`config.mk`:
```
export PLATFORM = sky130hd
export DESIGN_NAME = cpu_clock_ctrl
export DESIGN_NICKNAME = d
export VERILOG_FILES = /design/src/rtl/cpu_clock_ctrl.sv
export SDC_FILE = /design/constraint.sdc
export NUM_CORES = 1
export LEC_CHECK = 0
export CAP_MARGIN = 20
export CELL_PAD_IN_SITES_DETAIL_PLACEMENT = 0
export CELL_PAD_IN_SITES_GLOBAL_PLACEMENT = 1
export CORE_MARGIN = 1
export CORE_UTILIZATION = 47
export DETAILED_ROUTE_END_ITERATION = 8
export GPL_ROUTABILITY_DRIVEN = 1
export PLACE_DENSITY_LB_ADDON = 0.1
export SLEW_MARGIN = 0
export SYNTH_ARGS = -nofsm -noshare
export SYNTH_HDL_FRONTEND = slang
export SYNTH_SLANG_ARGS = --single-unit
```
`constraint.sdc`:
```
create_clock -name i_clk -period 7.26 [get_ports i_clk]
set_input_delay 1.452 -clock i_clk [delete_from_list [all_inputs] [get_ports i_clk]]
set_output_delay 1.452 -clock i_clk [all_outputs]
set_load 0.02 [all_outputs]
```
`src/rtl/cpu_clock_ctrl.sv`:
```
// Run/halt/step clock-enable controller with programmable divider for the softcore.
// Define CPU_CLOCK_CTRL_TICK_COUNT_EN to add the o_tick_count issued-tick counter.
module cpu_clock_ctrl #(
    parameter int COUNT_WIDTH = 24,
    parameter int DEFAULT_DIV = 6_000_000,
    parameter int STEP_WIDTH  = 16
) (
    input  logic                   i_clk,
    input  logic                   i_rst,
    input  logic                   i_cmd_valid,
    output logic                   o_cmd_ready,
    input  logic [1:0]             i_cmd_op,
    input  logic [COUNT_WIDTH-1:0] i_cmd_arg,
    output logic                   o_tick,
    output logic                   o_running,
    output logic [STEP_WIDTH-1:0]  o_steps_left,
    output logic                   o_done
`ifdef CPU_CLOCK_CTRL_TICK_COUNT_EN
    ,
    output logic [31:0]            o_tick_count
`endif
);

    typedef enum logic [1:0] {
        ST_HALT = 2'd0,
        ST_RUN  = 2'd1,
        ST_STEP = 2'd2
    } state_t;

    localparam logic [1:0] OP_HALT    = 2'd0;
    localparam logic [1:0] OP_RUN     = 2'd1;
    localparam logic [1:0] OP_STEP    = 2'd2;
    localparam logic [1:0] OP_SET_DIV = 2'd3;

    state_t                 state_q, state_d;
    logic [COUNT_WIDTH-1:0] count_q, count_d;
    logic [COUNT_WIDTH-1:0] div_q, div_d;
    logic [COUNT_WIDTH-1:0] pend_div_q, pend_div_d;
    logic                   pend_q, pend_d;
    logic [STEP_WIDTH-1:0]  steps_q, steps_d;
    logic                   tick_q, tick_d;
    logic                   done_q, done_d;
    logic                   run_q;

    logic                   accept;
    logic                   active;
    logic                   wrap;
    logic [STEP_WIDTH-1:0]  step_arg;

    assign accept   = i_cmd_valid && !pend_q;
    assign active   = (state_q != ST_HALT);
    assign wrap     = active && (count_q == div_q);
    assign step_arg = i_cmd_arg[STEP_WIDTH-1:0];

    always_comb begin
        state_d    = state_q;
        div_d      = div_q;
        pend_d     = pend_q;
        pend_div_d = pend_div_q;
        steps_d    = steps_q;
        tick_d     = wrap;
        done_d     = 1'b0;
        count_d    = '0;

        // Wrap-edge bookkeeping first; a command on the same edge overrides it.
        if (wrap) begin
            if (pend_q) begin
                div_d  = pend_div_q;
                pend_d = 1'b0;
            end
            if (state_q == ST_STEP) begin
                steps_d = steps_q - STEP_WIDTH'(1);
                if (steps_q == STEP_WIDTH'(1)) begin
                    state_d = ST_HALT;
                    done_d  = 1'b1;
                end
            end
        end

        if (accept) begin
            unique case (i_cmd_op)
                OP_HALT: begin
                    state_d = ST_HALT;
                    steps_d = '0;
                end
                OP_RUN: begin
                    state_d = ST_RUN;
                    steps_d = '0;
                    done_d  = 1'b0;
                end
                OP_STEP: begin
                    if (step_arg != '0) begin
                        state_d = ST_STEP;
                        steps_d = step_arg;
                        done_d  = 1'b0;
                    end
                end
                OP_SET_DIV: begin
                    if (active) begin
                        pend_d     = 1'b1;
                        pend_div_d = i_cmd_arg;
                    end else begin
                        div_d = i_cmd_arg;
                    end
                end
                default: ;
            endcase
        end

        // No wrap will ever come while halted, so never leave a divisor parked.
        if (state_d == ST_HALT && pend_d) begin
            div_d  = pend_div_d;
            pend_d = 1'b0;
        end

        if (state_d == ST_HALT || !active || wrap)
            count_d = '0;
        else
            count_d = count_q + COUNT_WIDTH'(1);
    end

    always_ff @(posedge i_clk) begin
        if (i_rst) begin
            state_q    <= ST_HALT;
            count_q    <= '0;
            div_q      <= COUNT_WIDTH'(DEFAULT_DIV);
            pend_q     <= 1'b0;
            pend_div_q <= '0;
            steps_q    <= '0;
            tick_q     <= 1'b0;
            done_q     <= 1'b0;
            run_q      <= 1'b0;
        end else begin
            state_q    <= state_d;
            count_q    <= count_d;
            div_q      <= div_d;
            pend_q     <= pend_d;
            pend_div_q <= pend_div_d;
            steps_q    <= steps_d;
            tick_q     <= tick_d;
            done_q     <= done_d;
            run_q      <= (state_d != ST_HALT);
        end
    end

    assign o_tick       = tick_q;
    assign o_done       = done_q;
    assign o_running    = run_q;
    assign o_steps_left = steps_q;
    assign o_cmd_ready  = !pend_q;

`ifdef CPU_CLOCK_CTRL_TICK_COUNT_EN
    logic [31:0] tick_count_q;

    always_ff @(posedge i_clk) begin
        if (i_rst)
            tick_count_q <= '0;
        else if (tick_d)
            tick_count_q <= tick_count_q + 32'd1;
    end

    assign o_tick_count = tick_count_q;
`endif

endmodule
```
; Word-level counts from Yosys, hierarchy flattened
; Index checks and enable logic that the tools add are counted.
[totals]
ff_bits = 94
inputBits = 29
output_inout_bits = 20
word_cells = 62
[op_classes]
add_sub_neg = 2
eq_ne = 6
muxes = 30
n_reduce_logical = 15
[ops]
columns = operator, n
row1 = 24-bit two-way mux, 9
row2 = 16-bit two-way mux, 4
row3 = 16-bit case mux with 2 select lines, 1
row4 = "24-bit by 1-bit adder with 24-bit output, second input constant", 1
row5 = 24-bit equality test, 1
row6 = "16-bit by 1-bit equality test with 1-bit output, second input constant", 1
row7 = 16-bit nonzero test, 1
row8 = "16-bit by 1-bit subtractor with 16-bit output, second input constant", 1
row9 = 2-bit two-way mux, 5
row10 = 1-bit two-way mux, 9
row11 = "2-bit equality test, second input constant", 3
row12 = 2-bit case mux with 3 select lines, 1
row13 = 2-bit OR reduction, 3
row14 = 2-bit logical NOT, 2
row15 = 2-bit nonzero test, 2
row16 = 1-bit logical AND, 3
row17 = "2-bit by 1-bit equality test with 1-bit output, second input constant", 1
row18 = 1-bit logical NOT, 2
row19 = 1-bit logical OR, 2
row20 = 1-bit case mux with 2 select lines, 1

; Longest topological paths before layout
[depth]
depth_word = 11
ltp_mapped = 10
mapped_depth_nobuf = 7

; Worst setup path before layout
; No wires, ideal clock.
[synth_path]
kind = input-to-reg
start = in i_cmd_op[0]
end = reg div_q[12]
setup_ns = 0.121
arrival_ns = 3.405
required_ns = 7.139
path_slack_ns = 3.734
path_stages = 9
n_path_buf = 2
cell_sequence = ha_1 > or3b_1 > clkbuf_1 > a41oi_1 > nor4_1 > and3b_2 > o211ai_4 > buf_6 > mux2_4
[synth_between]
elab_chain_cells = 6
elab_cells_between_ends = 15
classes_between = eq/ne (3) / mux (9) / reduce/logical (3)
[synth_rtl]
columns = element, line_no
row1 = "start, declared", 12  ; input logic [1:0] i_cmd_op,
row2 = "2-bit equality test, or another cell as far along", 81  ; unique case (i_cmd_op)
row3 = 2-bit case mux with 3 select lines, 81
row4 = 2-bit two-way mux, 80  ; if (accept) begin
row5 = 2-bit logical NOT, 111  ; if (state_d == ST_HALT && pend_d) begin
row6 = 1-bit logical AND, 111
row7 = 24-bit two-way mux (*), 111
row8 = "end signal, assigned", 126  ; div_q <= COUNT_WIDTH'(DEFAULT_DIV);
row9 = "end signal, assigned", 136  ; div_q <= div_d;
row10 = "end, declared", 37  ; logic [COUNT_WIDTH-1:0] div_q, div_d;
; Mark *: on every way between the ends. The rest lies on a longest branch, timed or not.
; A chain may end at the register's enable or synchronous reset.

; Worst setup path after layout
[layout_path]
start = in i_cmd_op[0]
end = reg div_q[18]
; Same word-level chain as after synthesis.

==> metrics.txt <==
Lkg Pwr 2.04 nW; Worst-Skew Late Latency 0.38 ns; Slew Limit Fails 0; sequential element share of the synthesized area 0.367; post-CTS sizing 0; Final ANT Viol Nets 0; starting density of the core 0.491; CTS buffer count 9; max incr delay on CP 0.86 ns; Max clock buf depth 2; Comb power frac 0.147; Rel. slew slack 0.236; placer congestion estimate 0.871; drt wl/cell 19.5 µm; Final Cycle Share 0.586; RSZ-0062 raised after global routing no; layout cells sized above 1 0.0919; Core Area 10500 µm²; vias 4688; arrival time of the worst setup path 4.52 ns; die width 107 µm; Final TNS setup 0 ns; Pint 0.000814 W; DRT Wirelength 14900 µm; Synth Area per Inst 8.48 µm²; clock root buffer clkbuf_8; dpl cell area 5650 µm²; syn_nets 641; Synth cell types 54; DRC errors left 0; worst-path cell chain clkdlybuf4s50_1 -> ha_1 -> nand3b_1 -> nor2_1 -> buf_4 -> nor4_1 -> a22oi_1 -> o211ai_4 -> mux2_4; Syn Inst Count 605; GRT Residual Overflow 0; Final Hold Vio Count 0; largest net degree at the start of global routing 45; Clock Skew 0.0123 ns; P_sw 0.000295 W; initial antenna violation count 0; ys async rst share 0; Warnings, synthesis 0; Slowest-stage cell, CP a22oi_1; number of synthesized flops with an enable pin 0; die height 107 µm; I/O Buffers 48; status finished, final reports clean; clock sinks 94; CTS H-tree lvls 3; VDD IR-drop max 0.0943 mV; crit path capture type register; worst slew pin tran 1.15 ns; Final HPWL DP 10100 µm; vias per cell 6.11; crit-path max FO 15; Switching Fraction 0.266; Rows 37; clock transition at the registers of the reported paths 0.08 ns; Top FF cell, synth dfxtp_1; vias in the first global route 4563; Setup Buffers After CTS 0; CP required 7.53 ns; Final min period 4.26 ns; Setup violations, final 0; DRT Pass-1 Iters 6; Tot GR Track Use 0.274; Power Density 188 nW/µm²; clock group share of total power 0.358; first-pass GRT wire length 23900 µm; synthesized area 5130 µm²; Hold-fix buffers, CTS 0; Syn-to-layout area delta 14.8%; # IOs 49; Iteration-0 DRC Markers 318; sequential power share 0.495; Hold Crit Class register to register; fmax 235 MHz; max cap viols 0; CTS tree yes; critical path class primary input to register; post-synthesis register bit count 94; ant diodes 0; Setup crit start kind primary input; layout net count 663; Design Area, Final 5890 µm²; DIE AREA 11300 µm²
==> cells in the final DEF (no fill, tap or decap), types with 10 or more instances in the layout <==
cell / Yosys / final
nor4_1: 18 / 17
mux2_4: 10 / 10
a21oi_1: 25 / 25
xor2_1: 11 / 11
dfxtp_1: 94 / 94
nand2_1: 59 / 59
xnor2_1: 48 / 48
o211ai_1: 19 / 19
nor2_1: 53 / 53
a311oi_1: 14 / 14
o31ai_1: 14 / 14
nor3_1: 31 / 30
inv_1: 11 / 11
clkbuf_8: 0 / 11
nand4_1: 28 / 28
o21ai_0: 13 / 13
nand3_1: 11 / 11
clkdlybuf4s50_1: 0 / 48
mux2i_1: 11 / 11
==> critical path, delay by kind of cell <==
family | cells | cell delay, ns
muxes | 1 | 0.43
buffers and inverters | 2 | 0.79
adders and majority gates | 1 | 0.21
and+or+nand+nor | 3 | 0.29
AOI/OAI and AO/OA | 2 | 1.35
==> area by class of cell <==
type	instances	area, µm²
Fill cell	1014	4570
Multi-Input combinational cell	453	3010
Sequential cell	94	1880
Timing Repair Buffer	58	563
Tap cell	136	170
Clock buffer	11	151
Clock inverter	4	70.1
Inverter	11	41.3
==> Yosys cell counts (11+ instances only) <==
library cell   n  area share
a21oi_1       25       0.024
a311oi_1      14       0.024
clkbuf_1      39       0.029
dfxtp_1       94        0.37
inv_1         11      0.0080
mux2i_1       11       0.021
nand2_1       59       0.043
nand3_1       11       0.011
nand4_1       28       0.034
nor2_1        53       0.039
nor3_1        31       0.030
nor4_1        18       0.022
o211ai_1      19       0.028
o21ai_0       13       0.013
o31ai_1       14       0.020
xnor2_1       48       0.082
xor2_1        11       0.019
==> power by group through the flow <==
stage               Clock, W  Combinational [W]  Sequential (W)
floorplan                  0          0.0000968        0.000562
global placement           0           0.000156        0.000560
detailed placement         0           0.000158        0.000561
CTS                 0.000406           0.000159        0.000549
global route        0.000422           0.000177        0.000551
finish              0.000397           0.000163        0.000549
==> path summary, 6_finish.rpt <==
kind              slack, ns          start             to  depth (start not counted)
setup / recovery       3.00    i_cmd_op[0]      div_q[18]                          9
hold / removal         0.48  pend_div_q[5]  pend_div_q[5]                          2
setup reg to reg       3.69         pend_q      div_q[18]                          4
hold reg to reg        0.48  pend_div_q[5]  pend_div_q[5]                          2
==> through the flow <==
stage / total power, W / hold WS, ns / std cells / utilization / setup slack (ns)
floorplan: 0.000659 / 0.452 / 605 / - / 3.73
detailed placement: 0.000719 / 0.473 / 750 / 0.540 / 2.60
CTS: 0.00111 / 0.487 / 765 / 0.561 / 3.00
global placement: 0.000716 / 0.461 / 750 / 0.540 / 2.68
finish: 0.00111 / 0.485 / 767 / 0.563 / 3.00
global route: 0.00115 / 0.502 / 767 / 0.563 / 2.77
==> metal layers <==
layer | up-vias | routed length (µm) | global-route usage
met3 | 27 | 870 | 0.0448
met1 | 2244 | 6750 | 0.362
met5 | - | 0 | 0
met4 | 0 | 329 | 0.114
met2 | 173 | 6970 | 0.442
li1 | 2244 | - | -
==> kinds of logic (layout without fill, tap and decap cells) <==
family	count (synthesis)	count (layout)	share of synthesized area
and+or+nand+nor	252	252	0.256
buffers and inverters	58	84	0.0483
AOI/OAI and AO/OA	109	109	0.150
adders and majority gates	7	7	0.0171
muxes	26	26	0.0617
xor gates and xnor gates	59	59	0.101
DFF	94	94	0.367
==> flip-flops by register name, indices dropped and copies added, names as in the netlist <==
register / cells
o_tick: 1
pend_q: 1
count_q: 24
pend_div_q: 24
o_steps_left: 16
state_q: 2
o_done: 1
o_running: 1
div_q: 24
(Power assumes the default switching activity.)
==> RTL change: new RTL, config.mk and constraints unchanged <==
Build with the macro `CPU_CLOCK_CTRL_TICK_COUNT_EN` defined.
--- a/src/rtl/cpu_clock_ctrl.sv
+++ b/src/rtl/cpu_clock_ctrl.sv
@@ -2,2 +2,4 @@
 // Define CPU_CLOCK_CTRL_TICK_COUNT_EN to add the o_tick_count issued-tick counter.
+`define CPU_CLOCK_CTRL_TICK_COUNT_EN
+
 module cpu_clock_ctrl #(
Check against the original RTL (old outputs only; new: o_tick_count): equivalent (Yosys induction, for registers that start in step).
==> RTL change against the unedited design <==
- cell area grew 34%
- sequential cell count grew 32
- routed wire length grew 23%
- sequential power grew 31%
- total power grew 50%
- area after synthesis grew 25%
- clock power grew 110%
- setup slack gained 61 ps
==> RTL change: results (changes against the unedited design) <==
| Metric | Value |
|---|---|
| Status | `complete, no violations (unchanged)` |
| Slew @ Worst Pin | `1075 ps (was 1146 ps)` |
| GR Layer Usage met1 | `35.27% (was 36.24%)` |
| WHS | `471.7 ps (was 484.9 ps)` |
| First-pass GRT wire length | `29,810 um (was 23,910 um)` |
| Worst r2r path cells | `6 (was 4)` |
| M1 WL | `8545 um (was 6745 um)` |
| CP peak stage delay | `740 ps (was 860 ps)` |
| Worst Hold Endpoint | `pend_div_q[18] (was pend_div_q[5])` |
| CTS buffer count | `17 (was 9)` |
| Length of routed met2 wiring | `8547 um (was 6974 um)` |
| Seq/Total Area, Yosys | `39.31% (was 36.67%)` |
| Final HPWL DP | `12,560 um (was 10,130 um)` |
| Vias in the first global route | `5,833 (was 4,563)` |
| Critical Path Slowest Stage Cell | `a21oi_1 (was a22oi_1)` |
| GR Util met3 | `5.699% (was 4.476%)` |
| Largest fanout on the critical path | `24 (was 15)` |
| GRT Total Usage | `26.80% (was 27.40%)` |
| Reg-to-reg setup timing slack | `3770 ps (was 3690 ps)` |
| Synth cell types | `53 (was 54)` |
| Vias | `6,070 (was 4,688)` |
| Peak VDD IR | `0.0001544 V (was 0.00009428 V)` |
| Routed WL | `18,320 um (was 14,920 um)` |
| IO buf count | `80 (was 48)` |
| Top cells by count, synth | `126 x dfxtp_1, 99 x nor2_1, 60 x nand2_1, 45 x a21oi_1, 41 x clkbuf_1 (was 94 x dfxtp_1, 59 x nand2_1, 53 x nor2_1, 48 x xnor2_1, 39 x clkbuf_1)` |
| Clock Skew | `10.17 ps (was 12.34 ps)` |
| Data arrival time of the critical path | `4540 ps (was 4520 ps)` |
| M2 GR Usage | `43.17% (was 44.25%)` |
| CTS Root Cell | `clkbuf_16 (was clkbuf_8)` |
| Nets | `865 (was 663)` |
| Ranking of synthesized cells by area | `dfxtp_1 39%, nor2_1 5.8%, xnor2_1 5.5% (was dfxtp_1 37%, xnor2_1 8.2%, nand2_1 4.3%)` |
| Post-Place Worst Slack | `2721 ps (was 2602 ps)` |
| Share of cells above drive strength 1 | `7.857% (was 9.192%)` |
| Hold_sp | `pend_div_q[18] (was pend_div_q[5])` |
-- RTL change: logic make-up (layout without fill, tap and decap cells) --
| kind of cell | Yosys count | count (layout) | synth area share, % |
|---|---|---|---|
| compound gates | 160 | 160 | 17.38 |
| xor+xnor | 53 | 53 | 7.352 |
| fa+ha+maj | 8 | 8 | 1.560 |
| buf+inv | 65 | 137 | 4.037 |
| flops | 126 | 126 | 39.31 |
| mux | 26 | 26 | 4.329 |
| simple gates | 330 | 330 | 26.03 |
-- RTL change: final cells by class --
cell class,instances,area (um2)
clock buffer,24,491.7
clock inverter,7,85.08
fill,1185,5389
inverter,17,63.81
multi-input combinational,577,3637
sequential,126,2522
tap,176,220.2
timing repair buffer,89,885.9
-- RTL change: where the power goes --
group          switching (mW)  internal [mW]
clock network           0.294          0.536
registers              0.0131          0.705
logic                  0.0689         0.0496
total                   0.376           1.29
-- RTL change: worst max path at each step --
stage | start | end | slack, ps | cells past startpoint
2_1_floorplan | i_cmd_op[0] | div_q[21] | 3830 | 8
3_3_place_gp | i_cmd_op[0] | div_q[21] | 2860 | 9
3_5_place_dp | i_cmd_op[0] | count_q[15] | 2720 | 8
4_1_cts | i_cmd_op[0] | count_q[15] | 3150 | 8
5_1_grt | i_cmd_op[0] | count_q[15] | 2880 | 8
6_report | i_cmd_op[0] | count_q[15] | 3060 | 8
-- RTL change: tightest hold or removal path, delay by kind of cell (launching register included) --
family / cells / cell delay (ps)
compound gates: 1 / 60
flops: 1 / 310
simple gates: 1 / 50
-- RTL change: metrics by stage --
| step | instances | power, mW |
|---|---|---|
| floorplan | 768 | 0.7977 |
| global placement | 982 | 0.8458 |
| detailed placement | 982 | 0.8481 |
| CTS | 1013 | 1.677 |
| global route | 1016 | 1.724 |
| finish | 1016 | 1.667 |
